==> config.mk <==
export PLATFORM = sky130hd
export DESIGN_NAME = alu_operand_sequencer
export DESIGN_NICKNAME = d
export VERILOG_FILES = /design/src/rtl/alu_operand_sequencer.sv
export SDC_FILE = /design/constraint.sdc
export NUM_CORES = 1
export LEC_CHECK = 0
export CAP_MARGIN = 40
export CORE_MARGIN = 2
export CORE_UTILIZATION = 58
export DETAILED_ROUTE_END_ITERATION = 8
export GPL_ROUTABILITY_DRIVEN = 1
export PLACE_DENSITY_LB_ADDON = 0.1
export RECOVER_POWER = 50
export SKIP_CTS_REPAIR_TIMING = 1
export SLEW_MARGIN = 0
export SYNTH_ARGS = -nofsm -noshare
export SYNTH_HDL_FRONTEND = slang
export SYNTH_SLANG_ARGS = --single-unit
export TNS_END_PERCENT = 1
==> constraint.sdc <==
create_clock -name clk -period 6.8 [get_ports clk]
set_input_delay 2.04 -clock clk [delete_from_list [all_inputs] [get_ports clk]]
set_output_delay 2.04 -clock clk [all_outputs]
set_load 0.01 [all_outputs]
==> src/rtl/alu_operand_sequencer.sv <==
// alu_operand_sequencer: queues operand pairs and sweeps opcodes 0..7 per pair into the ALU (optional pause via ALU_SEQ_PAUSE_EN)
module alu_operand_sequencer #(
    parameter int DATA_WIDTH  = 8,
    parameter int FIFO_DEPTH  = 4,
    parameter int HOLD_CYCLES = 1
) (
    input  logic                                 clk,
    input  logic                                 rst_n,
`ifdef ALU_SEQ_PAUSE_EN
    input  logic                                 pause,
`endif
    input  logic                                 in_valid,
    output logic                                 in_ready,
    input  logic [DATA_WIDTH-1:0]                in_portA,
    input  logic [DATA_WIDTH-1:0]                in_portB,
    output logic [2:0]                           opcode_out,
    output logic [DATA_WIDTH-1:0]                portA_out,
    output logic [DATA_WIDTH-1:0]                portB_out,
    output logic                                 op_valid,
    output logic                                 sweep_done,
    output logic                                 busy,
    output logic [$clog2(FIFO_DEPTH+1)-1:0]      fifo_count
);
    localparam int PW = $clog2(FIFO_DEPTH);
    localparam int CW = $clog2(FIFO_DEPTH + 1);
    localparam int HW = HOLD_CYCLES > 1 ? $clog2(HOLD_CYCLES) : 1;
    localparam logic [HW-1:0] HOLD_LAST = HW'(HOLD_CYCLES - 1);

    typedef enum logic {IDLE, SWEEP} state_t;

    state_t                state, state_nxt;
    logic [DATA_WIDTH-1:0] mem_a [FIFO_DEPTH];
    logic [DATA_WIDTH-1:0] mem_b [FIFO_DEPTH];
    logic [PW-1:0]         wr_ptr, rd_ptr;
    logic [HW-1:0]         hold, hold_nxt;
    logic [2:0]            opcode_nxt;
    logic [DATA_WIDTH-1:0] a_nxt, b_nxt;
    logic                  push, pop, paused, last;

`ifdef ALU_SEQ_PAUSE_EN
    assign paused = pause;
`else
    assign paused = 1'b0;
`endif

    assign in_ready   = fifo_count != CW'(FIFO_DEPTH);
    assign push       = in_valid && in_ready;
    assign last       = state == SWEEP && opcode_out == 3'd7 && hold == HOLD_LAST;
    assign pop        = fifo_count != '0 && (state == IDLE || (last && !paused));
    assign busy       = state == SWEEP;
    assign op_valid   = busy && !paused;
    assign sweep_done = last && !paused;

    // next sweep position: a pop restarts at opcode 0, otherwise step the hold counter and opcode unless paused
    always_comb begin
        state_nxt  = state;
        hold_nxt   = hold;
        opcode_nxt = opcode_out;
        a_nxt      = portA_out;
        b_nxt      = portB_out;
        if (pop) begin
            state_nxt  = SWEEP;
            hold_nxt   = '0;
            opcode_nxt = 3'd0;
            a_nxt      = mem_a[rd_ptr];
            b_nxt      = mem_b[rd_ptr];
        end else if (state == SWEEP && !paused) begin
            hold_nxt   = hold == HOLD_LAST ? '0 : hold + HW'(1);
            opcode_nxt = hold == HOLD_LAST ? opcode_out + 3'd1 : opcode_out;
            state_nxt  = last ? IDLE : SWEEP;
        end
    end

    // state, presentation registers and FIFO bookkeeping
    always_ff @(posedge clk) begin
        if (!rst_n) begin
            state      <= IDLE;
            hold       <= '0;
            opcode_out <= '0;
            portA_out  <= '0;
            portB_out  <= '0;
            wr_ptr     <= '0;
            rd_ptr     <= '0;
            fifo_count <= '0;
        end else begin
            state      <= state_nxt;
            hold       <= hold_nxt;
            opcode_out <= opcode_nxt;
            portA_out  <= a_nxt;
            portB_out  <= b_nxt;
            wr_ptr     <= wr_ptr + PW'(push);
            rd_ptr     <= rd_ptr + PW'(pop);
            fifo_count <= fifo_count + CW'(push) - CW'(pop);
        end
    end

    // FIFO storage; stale entries are unreachable once the pointers are cleared
    always_ff @(posedge clk) begin
        if (push) begin
            mem_a[wr_ptr] <= in_portA;
            mem_b[wr_ptr] <= in_portB;
        end
    end
endmodule

==> out/metrics.yaml <==
setup_path:
  cp_slowest_cell: "dlygate4sd3_1"
  crit_path_end_kind: "flip-flop"
  r2r_end: "fifo_count[2]"
  required_ps: 7050
  worstPathMaxFanout: 5
  rrSetupSlack_ps: 4270
  crit_buf_inv: 2
  crit_path_start: "in_valid"
  cpPeakStageDelay_ps: 530
  path_class: "input port to flip-flop"
  worstPathArrival_ps: 4010
  r2r_start: "opcode_out[0]"
  crit_chain: "dlygate4sd3_1 > nand2_1 > ha_1 > inv_1 > ha_1 > fa_1 > xnor2_1 > xnor2_1 > and2_1"
  r2r_cells: 11
  path_delay_family: "adder cells"
  startpoint_type: "input port"
die:
  die_h_um: 80.53
  die-area_um2: 6485
  io_pins: 45
  initial_core_util: 0.6094
  die_w_um: 80.53
  num_rows: 27
  core_um2: 5574
global_routing:
  grt_pass1_vias: 1865
  grt_overflow: 0
  grt_pass1_wl_um: 9239
  grt_use_total: 0.2044
  antenna_found_initial: 0
  grt_max_degree: 18
route:
  drt_iter0_drc: 101
  postRouteAntennaNets: 0
  drc: 0
  drt-total-wl_um: 5716
  wl_per_cell_um: 18.99
  avgViaCountPerCell: 5.618
  vias: 1691
  firstDrtPassIters: 4
cells_and_area:
  fin_cells: 301
  drive_above_1_share: 0.1354
  fin_area_um2: 4084
  area_delta_synth_final_pct: 20.22
  fin_util: 0.7327
  layout_common_cells: "edfxtp_1 (64), dfxtp_1 (27), clkdlybuf4s50_1 (26)"
  diodes: 0
  mostFrequentLayoutCell: "edfxtp_1"
  nFillCells: 345
  layout.nets: 250
run:
  drv_cap: 0
timing:
  period_minus_slack_ps: 3764
  max_slew_margin: 0.2743
  hold_slack_ps: 484.0
  setup_viol: 0
  layout_setup_ws_ps: 3036
  hold_viol: 0
  fin_crit_sh: 0.5535
  fmaxAchievable_mhz: 265.7
  rsz0062_at_grt: "false"
  tightest_slew_ps: 1089
  fin_skew_ps: 8.486
  slew_violations: 0
  tns_ps: 0
logic_synthesis:
  yosysTopAreaCellShare: 0.5657
  syn_inst: 173
  yosys_warnings: 0
  yosysSeqAreaShare: 0.7249
  synth_nets: 199
  synthesis.area_um2: 3397
  synthTopCellsByArea: "edfxtp_1 (57%), dfxtp_1 (16%), mux4_2 (6.6%)"
  synth_area_leader_cell: "edfxtp_1"
  syn_area_per_cell_um2: 19.64
  synth-seq-cells: 91
  synth_cell_types: 29
min_path:
  worst_hold_path.endpoint: "portA_out[7]"
  hp-start: "portA_out[7]"
  worstHoldPathCells: 1
  hold_path.class: "flip-flop to flip-flop"
clock_tree:
  clock_sinks: 91
  cts_made_buffers: 9
  clk_latency_ps: 350
  cts_max_level: 3
  clk_pin_slew_worst_paths_ps: 80
  cts_buffer_depth: 2
  cts_tree: "done"
  root_buffer: "clkbuf_8"
placement:
  dpl_cell_area_um2: 3913
  preCtsSetupSlack_ps: 2758
  port_buffers: 44
  place_hpwl_um: 3621
  gp_congestion: 0.6614
  dp_cells: 285
power_and_ir_drop:
  vdd_ir_drop_max_v: 0.0002203
  power_mw: 1.517
  power.density_nw_per_um2: 371.4
  p_leak_nw: 1.423
run_status:
  status: "finished clean"
-- cell type report --
cell class	instances	area, µm²	area share
timing repair buffer	48	470.5	0.1152
inverter	4	15.01	0.003676
clock buffer	13	170.2	0.04167
clock inverter	3	21.27	0.005208
sequential	91	2462	0.6029
tap	72	90.09	0.02206
multi-input combinational	70	854.6	0.2093
-- routing by layer --
metal / wire, µm / vias to the layer above / GRT usage
met3: 175 / 5 / 0.04157
met4: 76 / 0 / 0.1085
li1: - / 790 / -
met2: 3020 / 34 / 0.3375
met5: 0 / - / 0
met1: 2443 / 862 / 0.2556
-- flip-flops by register name (all words and copies together), names as in the netlist --
register	cells
mem_a	32
fifo_count	3
opcode_out	3
wr_ptr	2
portB_out	8
rd_ptr	2
busy	1
mem_b	32
portA_out	8
-- cell usage after synthesis --
library cell and instances:
edfxtp_1 64, dfxtp_1 27, a22o_1 16, mux4_2 10, and2_1 8, ha_1 6, mux4_1 6, inv_1 4
nor2_1 4, buf_4 3, xnor2_1 3, buf_2 2, mux2i_1 2, nor3b_1 2, xor2_1 2, and2b_4 1
and3_1 1, buf_12 1, buf_6 1, clkbuf_1 1, fa_1 1, nand2_2 1, nor3_1 1, nor3_2 1
nor3b_4 1, o21a_2 1, o21ai_0 1, o41a_1 1, or3b_1 1
-- logic make-up after synthesis --
logic type,Yosys count,share of synthesized area
multiplexers,18,0.1186
flip-flops,91,0.7249
AO/OA/AOI/OAI,19,0.04862
adder cells (fa/ha/maj),7,0.02799
AND/OR/NAND/NOR,21,0.04273
XOR/XNOR,5,0.01289
buffers and inverters,12,0.02431
-- worst max path at each step --
stage | end | slack [ps] | depth (start not counted)
final | fifo_count[2] | 3040 | 9
after global routing | mem_b[2][4] | 2900 | 4
after CTS | sweep_done | 3030 | 4
after detailed placement | fifo_count[2] | 2760 | 9
after global placement | fifo_count[2] | 2820 | 9
after floorplan | mem_a[1][0] | 3020 | 2
-- power breakdown --
| group | switching (mW) | internal [mW] |
|---|---|---|
| combinational | 0.171 | 0.236 |
| sequential | 0.0736 | 0.693 |
| clock | 0.178 | 0.166 |
| total | 0.423 | 1.09 |
Power figures use the tool's default switching activity.
